`src/rtl/hazard_pkg.sv`:
```
// rtl/hazard_pkg.sv - shared state encoding and default parameters for hazard_ctrl
package hazard_pkg;

  typedef enum logic {
    IDLE      = 1'b0,
    LOAD_WAIT = 1'b1
  } state_t;

  localparam int REG_AW_DEF   = 5;
  localparam int LOAD_LAT_DEF = 1;

endpackage

```
`src/rtl/hazard_match.sv`:
```
// rtl/hazard_match.sv - load-use source match between ID sources and the load in EX
module hazard_match
  import hazard_pkg::*;
#(
  parameter int REG_AW = REG_AW_DEF
) (
  input  logic [REG_AW-1:0] id_rs1,
  input  logic [REG_AW-1:0] id_rs2,
  input  logic              id_rs1_used,
  input  logic              id_rs2_used,
  input  logic [REG_AW-1:0] ex_rd,
  input  logic              ex_mem_read,
  output logic              hit
);

  logic rs1_match;
  logic rs2_match;

  // x0 is hardwired zero, so a load targeting it never creates a dependency
  assign rs1_match = id_rs1_used && (id_rs1 == ex_rd);
  assign rs2_match = id_rs2_used && (id_rs2 == ex_rd);
  assign hit       = ex_mem_read && (ex_rd != '0) && (rs1_match || rs2_match);

endmodule

```
`src/rtl/hazard_ctrl.sv`:
```
// rtl/hazard_ctrl.sv - pipeline stall/flush control; HAZARD_PERF_EN adds saturating perf counters
module hazard_ctrl
  import hazard_pkg::*;
#(
  parameter int REG_AW   = REG_AW_DEF,
  parameter int LOAD_LAT = LOAD_LAT_DEF,
  parameter int PERF_W   = 32
) (
  input  logic              clk,
  input  logic              reset_n,
  input  logic [REG_AW-1:0] id_rs1,
  input  logic [REG_AW-1:0] id_rs2,
  input  logic              id_rs1_used,
  input  logic              id_rs2_used,
  input  logic [REG_AW-1:0] ex_rd,
  input  logic              ex_mem_read,
  input  logic              ex_branch_taken,
  input  logic              mem_req,
  input  logic              mem_ready,
  output logic              pc_stall,
  output logic              if_id_stall,
  output logic              id_ex_stall,
  output logic              ex_mem_stall,
  output logic              if_id_flush,
  output logic              id_ex_flush
`ifdef HAZARD_PERF_EN
  ,
  output logic [PERF_W-1:0] load_stall_cnt,
  output logic [PERF_W-1:0] mem_stall_cnt,
  output logic [PERF_W-1:0] flush_cnt
`endif
);

  localparam logic [3:0] LAT_M1 = 4'(LOAD_LAT - 1);

  state_t            state, state_nxt;
  logic [3:0]        cnt, cnt_nxt;
  logic [REG_AW-1:0] pend_rd, pend_rd_nxt;
  logic              hit;
  logic              mem_busy;
  logic              load_stall_cyc;
  logic              mem_stall_cyc;
  logic              flush_cyc;
  logic              unused_pend;

  hazard_match #(.REG_AW(REG_AW)) u_match (
    .id_rs1      (id_rs1),
    .id_rs2      (id_rs2),
    .id_rs1_used (id_rs1_used),
    .id_rs2_used (id_rs2_used),
    .ex_rd       (ex_rd),
    .ex_mem_read (ex_mem_read),
    .hit         (hit)
  );

  assign mem_busy    = mem_req && !mem_ready;
  // pend_rd is kept for debug visibility; it does not steer any decision
  assign unused_pend = ^pend_rd;

  always_comb begin
    state_nxt      = state;
    cnt_nxt        = cnt;
    pend_rd_nxt    = pend_rd;
    pc_stall       = 1'b0;
    if_id_stall    = 1'b0;
    id_ex_stall    = 1'b0;
    ex_mem_stall   = 1'b0;
    if_id_flush    = 1'b0;
    id_ex_flush    = 1'b0;
    load_stall_cyc = 1'b0;
    mem_stall_cyc  = 1'b0;
    flush_cyc      = 1'b0;
    if (!reset_n) begin
      state_nxt = IDLE;
    end else if (mem_busy) begin
      pc_stall      = 1'b1;
      if_id_stall   = 1'b1;
      id_ex_stall   = 1'b1;
      ex_mem_stall  = 1'b1;
      mem_stall_cyc = 1'b1;
    end else if (state == LOAD_WAIT) begin
      // the dependent instruction is already held, so a branch here cannot be younger work
      pc_stall       = 1'b1;
      if_id_stall    = 1'b1;
      id_ex_flush    = 1'b1;
      load_stall_cyc = 1'b1;
      cnt_nxt        = cnt - 4'd1;
      if (cnt == 4'd1) state_nxt = IDLE;
    end else if (ex_branch_taken) begin
      if_id_flush = 1'b1;
      id_ex_flush = 1'b1;
      flush_cyc   = 1'b1;
    end else if (hit) begin
      pc_stall       = 1'b1;
      if_id_stall    = 1'b1;
      id_ex_flush    = 1'b1;
      load_stall_cyc = 1'b1;
      if (LOAD_LAT > 1) begin
        state_nxt   = LOAD_WAIT;
        cnt_nxt     = LAT_M1;
        pend_rd_nxt = ex_rd;
      end
    end
  end

  always_ff @(posedge clk) begin
    if (!reset_n) begin
      state   <= IDLE;
      cnt     <= 4'd0;
      pend_rd <= '0;
    end else begin
      state   <= state_nxt;
      cnt     <= cnt_nxt;
      pend_rd <= pend_rd_nxt;
    end
  end

`ifdef HAZARD_PERF_EN
  logic [PERF_W-1:0] load_q, mem_q, flush_q;

  always_ff @(posedge clk) begin
    if (!reset_n) begin
      load_q  <= '0;
      mem_q   <= '0;
      flush_q <= '0;
    end else begin
      if (load_stall_cyc && (load_q != '1)) load_q  <= load_q + 1'b1;
      if (mem_stall_cyc && (mem_q != '1))   mem_q   <= mem_q + 1'b1;
      if (flush_cyc && (flush_q != '1))     flush_q <= flush_q + 1'b1;
    end
  end

  assign load_stall_cnt = reset_n ? load_q  : '0;
  assign mem_stall_cnt  = reset_n ? mem_q   : '0;
  assign flush_cnt      = reset_n ? flush_q : '0;
`else
  logic [PERF_W+2:0] unused_perf;
  assign unused_perf = {{PERF_W{1'b0}}, load_stall_cyc, mem_stall_cyc, flush_cyc};
`endif

endmodule

```
`config.mk`:
```
export PLATFORM = sky130hd
export DESIGN_NAME = hazard_ctrl
export DESIGN_NICKNAME = d
export VERILOG_FILES = /design/src/rtl/hazard_pkg.sv /design/src/rtl/hazard_match.sv /design/src/rtl/hazard_ctrl.sv
export SDC_FILE = /design/constraint.sdc
export NUM_CORES = 1
export LEC_CHECK = 0
export BUFFER_PORTS_ARGS = -buffer_cell sky130_fd_sc_hd__buf_2
export CAP_MARGIN = 10
export CORE_AREA = 2 2 39 41
export CTS_BUF_LIST = sky130_fd_sc_hd__clkbuf_8
export DETAILED_ROUTE_END_ITERATION = 8
export DIE_AREA = 0 0 41 43
export PLACE_DENSITY = 0.72
export SYNTH_ARGS = -nofsm -noshare
export SYNTH_HDL_FRONTEND = slang
export SYNTH_SLANG_ARGS = --single-unit
```
`constraint.sdc`:
```
create_clock -name clk -period 2.7 [get_ports clk]
set_input_delay 0.27 -clock clk [delete_from_list [all_inputs] [get_ports clk]]
set_output_delay 0.27 -clock clk [all_outputs]
set_load 0.03 [all_outputs]
```
==> flow_summary.ini <==
[outcome]
status = finished clean

[routing]
drc = 0
wire_per_inst_um = 10.3
drtAntennaViolNets = 0
firstDrtPassIters = 4
drtIter0Drc = 2
routed_wl_um = 1010
via_count = 451
vias_per_cell = 4.60

[synth]
syn_nets = 78
yosys_warnings = 0
seq_area_frac_synth_pct = 23.1
yosysUniqueCellTypes = 25
postSynthCellCount = 53
avgSynthCellArea_um2 = 8.19
ys_ff_latch = 5
syn_area_um2 = 434

[placement]
dpl.cell_count = 94
dp_hpwl_um = 874
io_buffers = 28
gp_congestion = 0.692
post-place-ws_ns = 0.808
dpl_cell_area_um2 = 576

[cts]
tritoncts = built
clock_latency_ns = 0.22
cts_hold_buf = 0
clock-root-buffer = clkbuf_8
cts_setup_buffers = 0
clk_pin_slew_worst_paths_ns = 0.03
cts_sinks = 5
htree_levels = 1
numCtsBuffers = 3
cts_buffer_depth = 2
cts_resized = 0

[timing]
fmaxAchievable_mhz = 535
hold_violations = 0
slew_viol_final = 0
tightest_slew_ns = 0.312
worst_slack_ns = 0.830
slew_headroom_pct = 79.0
fin_setup_tns_ns = 0
layout_min_cycle_time_ns = 1.87
fin_crit_sh_pct = 69.3
setup-violations-final = 0
worst_clock_skew_ns = 0.00142
rsz0062_at_grt = no

[worst_setup_path]
path_class = input pin to primary output
crit_start = ex_rd[3]
critPathArrivalTime_ns = 1.60
worstReg2RegStart = cnt[0]
worstPathMaxFanout = 3
crit_path_start_kind = input pin
critPathCaptureType = primary output
worstPathRequired_ns = 2.43

[floorplan]
die_h_um = 43
initial_core_util_pct = 31.4
die_w_um = 41
core.rowCount = 14
die_area_um2 = 1760
io_pins = 29
coreArea_um2 = 1380

[cells_and_area]
stdcell_count = 98
drive_gt1_share_pct = 40.2
final_area_um2 = 621
seqCellArea_um2 = 100
final_nets = 108
multi_input_area_um2 = 300
num-fill-cells = 146
syn_to_final_growth_pct = 42.9
diodes = 0

[min_path]
hp-start = reset_n
min_path_type = input pin to flip-flop

[global_routing]
antenna_found_initial = 0
globalRouteMet1Util_pct = 11.3
busiest_layer = met2
grt_overflow = 0
grt_max_degree = 9
grt.total_usage_pct = 13.5
use_met2_pct = 24.4
use_met3_pct = 4.71
grt_pass1_vias = 447
grt_first_pass_wirelength_um = 1590

[run]
max_cap_violations = 0

[power]
power_density_nw_per_um2 = 426
p_leak_nw = 0.298
max-vdd-ir-drop_mv = 0.258
==> cells in the mapped netlist (all sizes together) <==
master,n,share of area [%]
nor3,1,1.2
or4,1,1.7
o21ai,2,2.3
a211oi,1,1.7
nor4,2,4.3
nand2,2,1.7
xor2,10,20
ha,2,5.8
a31oi,1,1.4
and2,2,2.9
nor2,6,5.2
clkbuf,1,0.86
buf,2,3.5
inv,4,3.5
nand3,2,2.3
xnor2,3,6.1
o41ai,1,3.7
o31ai,1,1.7
o211ai,1,1.7
dfxtp,5,23
nor3b,1,1.7
a32oi,1,2.0
nand2b,1,1.4
==> per-layer routing <==
| metal | vias up | part of all wire, % | wire [um] |
|---|---|---|---|
| met5 | - | 0 | 0 |
| met4 | 0 | 1.4 | 14 |
| met3 | 2 | 3.8 | 38 |
| met2 | 8 | 56 | 567 |
| met1 | 204 | 38 | 387 |
| li1 | 237 | - | - |
==> cell families after synthesis <==
| logic type | synth area share (%) |
|---|---|
| fa+ha+maj | 5.76 |
| buf+inv | 7.78 |
| flops | 23.1 |
| simple gates | 22.5 |
| compound gates | 14.7 |
| xor+xnor | 26.2 |
==> layout by cell type (no fill, tap or decap), types with 3 or more instances in the layout <==
cell type and instances:
dfxtp_1 5, buf_2 28, inv_1 5, xor2_1 10, clkbuf_8 3, xnor2_1 3
nor2_1 6
==> final timing paths <==
check                   to  slack, ns  depth (start not counted)
setup / recovery  pc_stall       0.83                          6
hold / removal       state       0.32                          3
setup reg to reg    cnt[2]       1.65                          5
hold reg to reg      state       0.50                          2
==> report_power, final <==
part / switching [mW] / total (mW) / internal [mW]
Sequential: 0 / 0.0743 / 0.0743
Clock: 0.0362 / 0.134 / 0.0974
Combinational: 0.0313 / 0.0567 / 0.0254
Total: 0.0675 / 0.265 / 0.197
==> critical path: stages <==
cell	delay (ns)
buf_2	0.12
xor2_1	0.17
nor4_2	0.28
a32oi_1	0.19
o41ai_2	0.32
buf_2	0.25
==> sequential cells by signal (all words and copies together), names as in the netlist <==
name / cells
cnt: 4
state: 1
==> cell type report <==
cell class | count | share of cell area (%)
multi-input cells | 41 | 48.4
repair buffers | 28 | 22.6
flip-flops and latches | 5 | 16.1
clock buffers | 3 | 6.65
well taps | 16 | 3.23
inverters | 4 | 2.42
clock inverters | 1 | 0.605
==> per-stage QoR <==
step                util (%)  power [mW]  hold slack (ns)
floorplan                  -       0.107            0.395
global placement        41.6       0.131            0.499
detailed placement      41.6       0.132            0.502
CTS                     44.8       0.269            0.312
global route            44.8       0.281            0.330
finish                  44.8       0.265            0.315
(Power assumes the default switching activity.)
